===== src/rtl/mem_arb_pkg.sv =====
// rtl/mem_arb_pkg.sv - shared types and constants for the memory bus arbiter
package mem_arb_pkg;

    typedef enum logic [1:0] {
        ST_CPU     = 2'd0,
        ST_CPU_WS  = 2'd1,
        ST_DMA     = 2'd2,
        ST_RELEASE = 2'd3
    } arb_state_e;

    localparam logic [15:0] ACIA_MASK = 16'hFFFC;
    localparam int          WAIT_W    = 3;
    localparam int          BURST_W   = 4;

    function automatic logic in_window(input logic [15:0] addr, input logic [15:0] base);
        return (addr & ACIA_MASK) == (base & ACIA_MASK);
    endfunction

endpackage


===== src/rtl/mem_arb_region.sv =====
// rtl/mem_arb_region.sv - ACIA window address decode
module mem_arb_region
    import mem_arb_pkg::*;
#(
    parameter logic [15:0] BASE = 16'h8000
) (
    input  logic [15:0] addr,
    output logic        hit
);

    assign hit = in_window(addr, BASE);

endmodule


===== src/rtl/mem_bus_arbiter.sv =====
// rtl/mem_bus_arbiter.sv - 65C02 / DMA loader memory bus arbiter
module mem_bus_arbiter
    import mem_arb_pkg::*;
#(
    parameter logic [15:0] ACIA_BASE = 16'h8000,
    parameter int          ACIA_WAIT = 2,
    parameter int          MAX_BURST = 4
) (
    input  logic        clk,
    input  logic        reset,
    input  logic [15:0] cpu_addr,
    input  logic [7:0]  cpu_wdata,
    input  logic        cpu_rwb,
    output logic        cpu_rdy,
    output logic [7:0]  cpu_rdata,
    input  logic        dma_req,
    input  logic [15:0] dma_addr,
    input  logic [7:0]  dma_wdata,
    input  logic        dma_rwb,
    output logic        dma_gnt,
    output logic        dma_ack,
    output logic        dma_err,
    output logic [7:0]  dma_rdata,
    output logic [15:0] mem_addr,
    output logic [7:0]  mem_wdata,
    output logic        mem_we,
    output logic        mem_cs,
    input  logic [7:0]  mem_rdata
);

    localparam logic [WAIT_W-1:0]  WAIT_LOAD  = WAIT_W'(ACIA_WAIT - 1);
    localparam logic [BURST_W-1:0] BURST_LAST = BURST_W'(MAX_BURST - 1);

    arb_state_e         state_q, state_d;
    logic [WAIT_W-1:0]  wait_q, wait_d;
    logic [BURST_W-1:0] burst_q, burst_d;
    logic [7:0]         dma_rdata_q, dma_rdata_d;
    logic               cpu_hit, dma_hit;

    mem_arb_region #(.BASE(ACIA_BASE)) u_cpu_region (.addr(cpu_addr), .hit(cpu_hit));
    mem_arb_region #(.BASE(ACIA_BASE)) u_dma_region (.addr(dma_addr), .hit(dma_hit));

    always_ff @(posedge clk) begin
        if (reset) begin
            state_q     <= ST_CPU;
            wait_q      <= '0;
            burst_q     <= '0;
            dma_rdata_q <= 8'h00;
        end else begin
            state_q     <= state_d;
            wait_q      <= wait_d;
            burst_q     <= burst_d;
            dma_rdata_q <= dma_rdata_d;
        end
    end

    always_comb begin
        state_d     = state_q;
        wait_d      = wait_q;
        burst_d     = burst_q;
        dma_rdata_d = dma_rdata_q;
        cpu_rdy     = 1'b0;
        dma_gnt     = 1'b0;
        dma_ack     = 1'b0;
        dma_err     = 1'b0;
        mem_addr    = cpu_addr;
        mem_wdata   = cpu_wdata;
        mem_cs      = 1'b0;
        mem_we      = 1'b0;

        case (state_q)
            ST_CPU, ST_RELEASE: begin
                cpu_rdy = 1'b1;
                mem_cs  = 1'b1;
                // ACIA check wins over DMA; RELEASE never grants so the CPU always gets one access
                if (cpu_hit) begin
                    state_d = ST_CPU_WS;
                    wait_d  = WAIT_LOAD;
                end else begin
                    mem_we  = ~cpu_rwb;
                    state_d = (state_q == ST_CPU && dma_req) ? ST_DMA : ST_CPU;
                end
            end
            ST_CPU_WS: begin
                mem_cs = 1'b1;
                if (wait_q == '0) begin
                    mem_we  = ~cpu_rwb;
                    state_d = ST_CPU;
                end else begin
                    wait_d = wait_q - WAIT_W'(1);
                end
            end
            ST_DMA: begin
                dma_gnt   = 1'b1;
                mem_addr  = dma_addr;
                mem_wdata = dma_wdata;
                if (dma_req) begin
                    dma_ack     = 1'b1;
                    dma_rdata_d = mem_rdata;
                    if (dma_hit) begin
                        dma_err = 1'b1;
                    end else begin
                        mem_cs = 1'b1;
                        mem_we = ~dma_rwb;
                    end
                    if (burst_q == BURST_LAST) begin
                        state_d = ST_RELEASE;
                        burst_d = '0;
                    end else begin
                        burst_d = burst_q + BURST_W'(1);
                    end
                end else begin
                    state_d = ST_RELEASE;
                    burst_d = '0;
                end
            end
            default: state_d = ST_CPU;
        endcase

        // A reset edge abandons whatever is in flight, so nothing may strobe on it
        if (reset) begin
            cpu_rdy = 1'b1;
            dma_gnt = 1'b0;
            dma_ack = 1'b0;
            dma_err = 1'b0;
            mem_we  = 1'b0;
            mem_cs  = 1'b0;
        end
    end

    assign cpu_rdata = mem_rdata;
    assign dma_rdata = dma_rdata_q;

endmodule


===== config.mk =====
export PLATFORM = sky130hd
export DESIGN_NAME = mem_bus_arbiter
export DESIGN_NICKNAME = d
export VERILOG_FILES = /design/src/rtl/mem_arb_pkg.sv /design/src/rtl/mem_arb_region.sv /design/src/rtl/mem_bus_arbiter.sv
export SDC_FILE = /design/constraint.sdc
export NUM_CORES = 1
export LEC_CHECK = 0
export ABC_AREA = 1
export BUFFER_PORTS_ARGS = -buffer_cell sky130_fd_sc_hd__clkbuf_2
export CAP_MARGIN = 15
export CORE_MARGIN = 8
export CORE_UTILIZATION = 30
export CTS_CLUSTER_SIZE = 8
export DETAILED_ROUTE_END_ITERATION = 8
export MAX_ROUTING_LAYER = met4
export PLACE_DENSITY = 0.7
export SLEW_MARGIN = 25
export SYNTH_ARGS = -nofsm -noshare
export SYNTH_HDL_FRONTEND = slang
export SYNTH_SLANG_ARGS = --single-unit

===== constraint.sdc =====
create_clock -name clk -period 1.5 [get_ports clk]
set_input_delay 0.225 -clock clk [delete_from_list [all_inputs] [get_ports clk]]
set_output_delay 0.225 -clock clk [all_outputs]
set_load 0.03 [all_outputs]

==> run summary <==
RUN STATUS
----------------------------------------------------------------------------------------
Result of the run                                                           complete, but fails checks
Violations in the final reports                                             negative setup slack

CLOCK TREE
----------------------------------------------------------------------------------------
CTS sink count                                                                        17
Level count of the clock H-tree                                                        1
Maximum clock path buffer count                                                        2
Clock slew at reported path FFs                                                    70 ps
Number of hold buffers added after CTS                                                 0
Clock latency on the worst-skew pair                                              250 ps
Cell chosen for the clock root                                                  clkbuf_8
CTS tree                                                                            done
CTS Buf Count                                                                          3

CRITICAL PATH
----------------------------------------------------------------------------------------
Sum of buffers and inverters on the critical path                                      3
CP cell instances                                                           inv_2 -> ha_4 -> inv_2 -> nor3_2 -> nand3_1 -> a21oi_4 -> buf_8
Data arrival time at the worst-slack endpoint                                    1510 ps
Library cell contributing the largest single delay on the critical path          dfxtp_2
Type of origin of the critical path                                            flip-flop
Largest stage delay on the critical path                                          350 ps
Type of the worst setup path                                                flip-flop to primary output
Most prevalent standard cell on the critical path                                  inv_2
Worst reg2reg setup slack                                                          40 ps
Critical path fanouts, max                                                             4
Worst reg2reg startpoint                                                    state_q[1]$_SDFFE_PP0P_
Crit path from                                                              state_q[1]$_SDFFE_PP0P_
Req. time, crit path                                                             1270 ps
Worst setup EP type                                                         primary output
Category of cells accounting for the largest share of critical-path delay     flip-flops

STA
----------------------------------------------------------------------------------------
Post-layout min period                                                           1730 ps
Share of the clock period used by the worst path after layout                       1.16
Setup WS post-layout                                                             -233 ps
Hold WS                                                                           234 ps
Achievable Freq                                                                  577 MHz
Number of max-slew violations in the final report                                      0
Transition time at the pin with the least slew margin                             274 ps
Setup violators final                                                                 29
Worst slew margin                                                                  0.817
Unrepaired setup endpoints after global routing                                     true
Number of hold violations in the final report                                          0
Final clock skew                                                                0.976 ps

SYNTH
----------------------------------------------------------------------------------------
Cell count after synthesis                                                           226
XOR/XNOR share of the synthesized area                                           0.00662
Area share of and/or/nand/nor cells after synthesis                                0.401
Total of flip-flops plus latches after synthesis                                      17
Area fraction in compound gates after synthesis                                    0.145
Area share of the leading cell type in the synthesized netlist                     0.257
Count of warnings emitted by yosys                                                     0
Top cells by area in the synthesized netlist                                dfxtp_1 (26%), nand2_1 (21%), nor2_1 (10%)
Mux contribution to synthesized area                                                   0
Net Count, Synth                                                                     293
Dominant combinational cell family by area after synthesis                  simple AND/OR/NAND/NOR gates
Synth Cell Area                                                               1320 sq um
Sequential element share of the synthesized area                                   0.257
Adder and majority gate portion of the synthesized area                           0.0567
Unique cell type count in the Yosys netlist                                           23
Post-Syn Area per Cell                                                        5.86 sq um
Cell taking the most area after synthesis                                        dfxtp_1

POWER
----------------------------------------------------------------------------------------
Maximum vdd drop                                                                0.723 mV
Power density relative to cell area                                         1810 nW/um^2
Lkg Pwr                                                                          1.37 nW
Total power                                                                    0.00482 W

FLOORPLANNING
----------------------------------------------------------------------------------------
Die Ht                                                                      82.4 microns
Starting utilization of the core area                                              0.308
I/O pin count                                                                        107
Die ar.                                                                       6790 sq um
Std-Cell Core Area                                                            4290 sq um
Die X-Extent                                                                82.4 microns
Std cell rows                                                                         24

FINAL LAYOUT
----------------------------------------------------------------------------------------
Combined area of the multi-input logic cells                                  1020 sq um
Final-stage net count                                                                415
Fraction of final layout cells sized beyond drive strength 1                       0.568
Cell Count, Final, Fillers Out                                                       399
Synthesis-to-layout area growth                                                     102%
Fillcell total                                                                       351
FF/Latch Area                                                                  344 sq um
Most common library cell in the layout ignoring fill and taps                   clkbuf_2
Ant. Diodes                                                                            0
Highest-count cells in the layout ignoring fill and taps                    clkbuf_2 (76), nand2_1 (52), nor2_1 (33)

PLACED DESIGN
----------------------------------------------------------------------------------------
Port-buffer cells                                                                    106
HPWL after detailed placement                                                    4.02 mm
Inst Count DP                                                                        388
GPL Wtd Cong                                                                       0.798

GLOBAL ROUTING
----------------------------------------------------------------------------------------
Wire length of the first global-routing pass                                     8.49 mm
Total global-route track usage                                                     0.162
Vias in the first global route                                                      1940
Congestion Overflow GR                                                                 0
Number of antenna violations at the first check in global routing                      0
Largest net degree at the start of global routing                                     17

HOLD PATH
----------------------------------------------------------------------------------------
Start point of the worst hold path                                          mem_rdata[2]
Type of the most critical hold path                                         input port to flip-flop

ROUTING
----------------------------------------------------------------------------------------
First-iteration detailed-routing DRC count                                            43
Post-detailed-routing wire length                                                5.81 mm
Routed vias                                                                         1921
Number of remaining DRC errors                                                         0
Average via count per standard cell                                                 4.81
Final antenna-violating net count                                                      0
DR pass1 iterations                                                                    4
Final routed wire length divided by cell count                              14.5 microns

RUN
----------------------------------------------------------------------------------------
Maximum Capacitance Violations                                                         0

==> layout make-up <==
type                       instances  share of cell area
clock inverter                     1             0.00187
clock buffer                       3              0.0155
sequential                        17               0.129
inverter                          24              0.0384
timing repair buffer             131               0.408
multi-input combinational        171               0.383
tap                               52              0.0244
==> timing repair <==
| item | 4_1_cts | 5_1_grt |
|---|---|---|
| pin swaps | 20 | 6 |
| setup endpoints to repair | 30 | 38 |
| gates resized for setup | 105 | 20 |
| gates cloned | 3 | 1 |
| setup buffers | 2 | 3 |
==> sequential cells by signal (all words and copies together) (netlist names) <==
signal,cells
burst_q,4
state_q,2
dma_rdata,8
wait_q,3
==> worst paths after layout <==
check | endpoint | cells past startpoint
worst min register to register | wait_q[2]$_SDFFE_PP0P_ | 2
worst max register to register | state_q[1]$_SDFFE_PP0P_ | 10
worst min-delay path | dma_rdata[2]$_SDFFE_PP0P_ | 3
worst max-delay path | mem_we | 7
==> power by group <==
group          leakage, nW  internal, W  switching, W
Sequential           0.140     0.000573     0.0000672
Clock               0.0255     0.000184      0.000157
Combinational         1.21      0.00176       0.00208
Total                 1.37      0.00252       0.00230
==> per-layer routing <==
| layer | wire, microns | share of wire | GRT usage |
|---|---|---|---|
| met5 | 0 | 0 | - |
| met4 | 58 | 0.010 | 0.0439 |
| met3 | 791 | 0.14 | 0.0411 |
| met2 | 2800 | 0.48 | 0.297 |
| met1 | 2160 | 0.37 | 0.167 |
==> cell usage after synthesis <==
| cell | n |
|---|---|
| clkbuf_1 | 4 |
| inv_4 | 1 |
| or2_2 | 4 |
| a21oi_2 | 3 |
| nand3_1 | 8 |
| nand4_1 | 2 |
| o21a_1 | 1 |
| nand2_2 | 3 |
| inv_2 | 2 |
| o21ai_0 | 18 |
| o21ai_2 | 2 |
| nand2_1 | 74 |
| and3_1 | 1 |
| inv_1 | 21 |
| buf_4 | 8 |
| dfxtp_1 | 17 |
| xor2_1 | 1 |
| a21oi_1 | 8 |
| nor2_1 | 36 |
| a32o_1 | 1 |
| nor3_1 | 3 |
| buf_2 | 2 |
| ha_1 | 6 |
==> tightest hold or removal path, cell delays in order <==
cell      delay [ps]
clkbuf_2          80
o21ai_0           70
nor2_1            70
==> logic make-up (layout without fill, tap and decap cells) <==
| logic type | after synthesis | after routing |
|---|---|---|
| xor gates and xnor gates | 1 | 1 |
| adders and majority gates | 6 | 6 |
| buffers and inverters | 38 | 159 |
| AOI/OAI and AO/OA | 33 | 33 |
| and+or+nand+nor | 131 | 131 |
| DFF | 17 | 17 |
==> per-stage QoR <==
stage | setup TNS [ps] | instance area [sq um] | setup slack [ps] | utilization
after floorplan | -210 | 1380 | -169 | -
after global placement | -102 | 2030 | -102 | 0.473
after detailed placement | -219 | 2030 | -143 | 0.473
after CTS | -3500 | 2570 | -231 | 0.598
after global routing | -5390 | 2670 | -308 | 0.622
final | -3930 | 2670 | -233 | 0.622
Power figures use the tool's default switching activity.
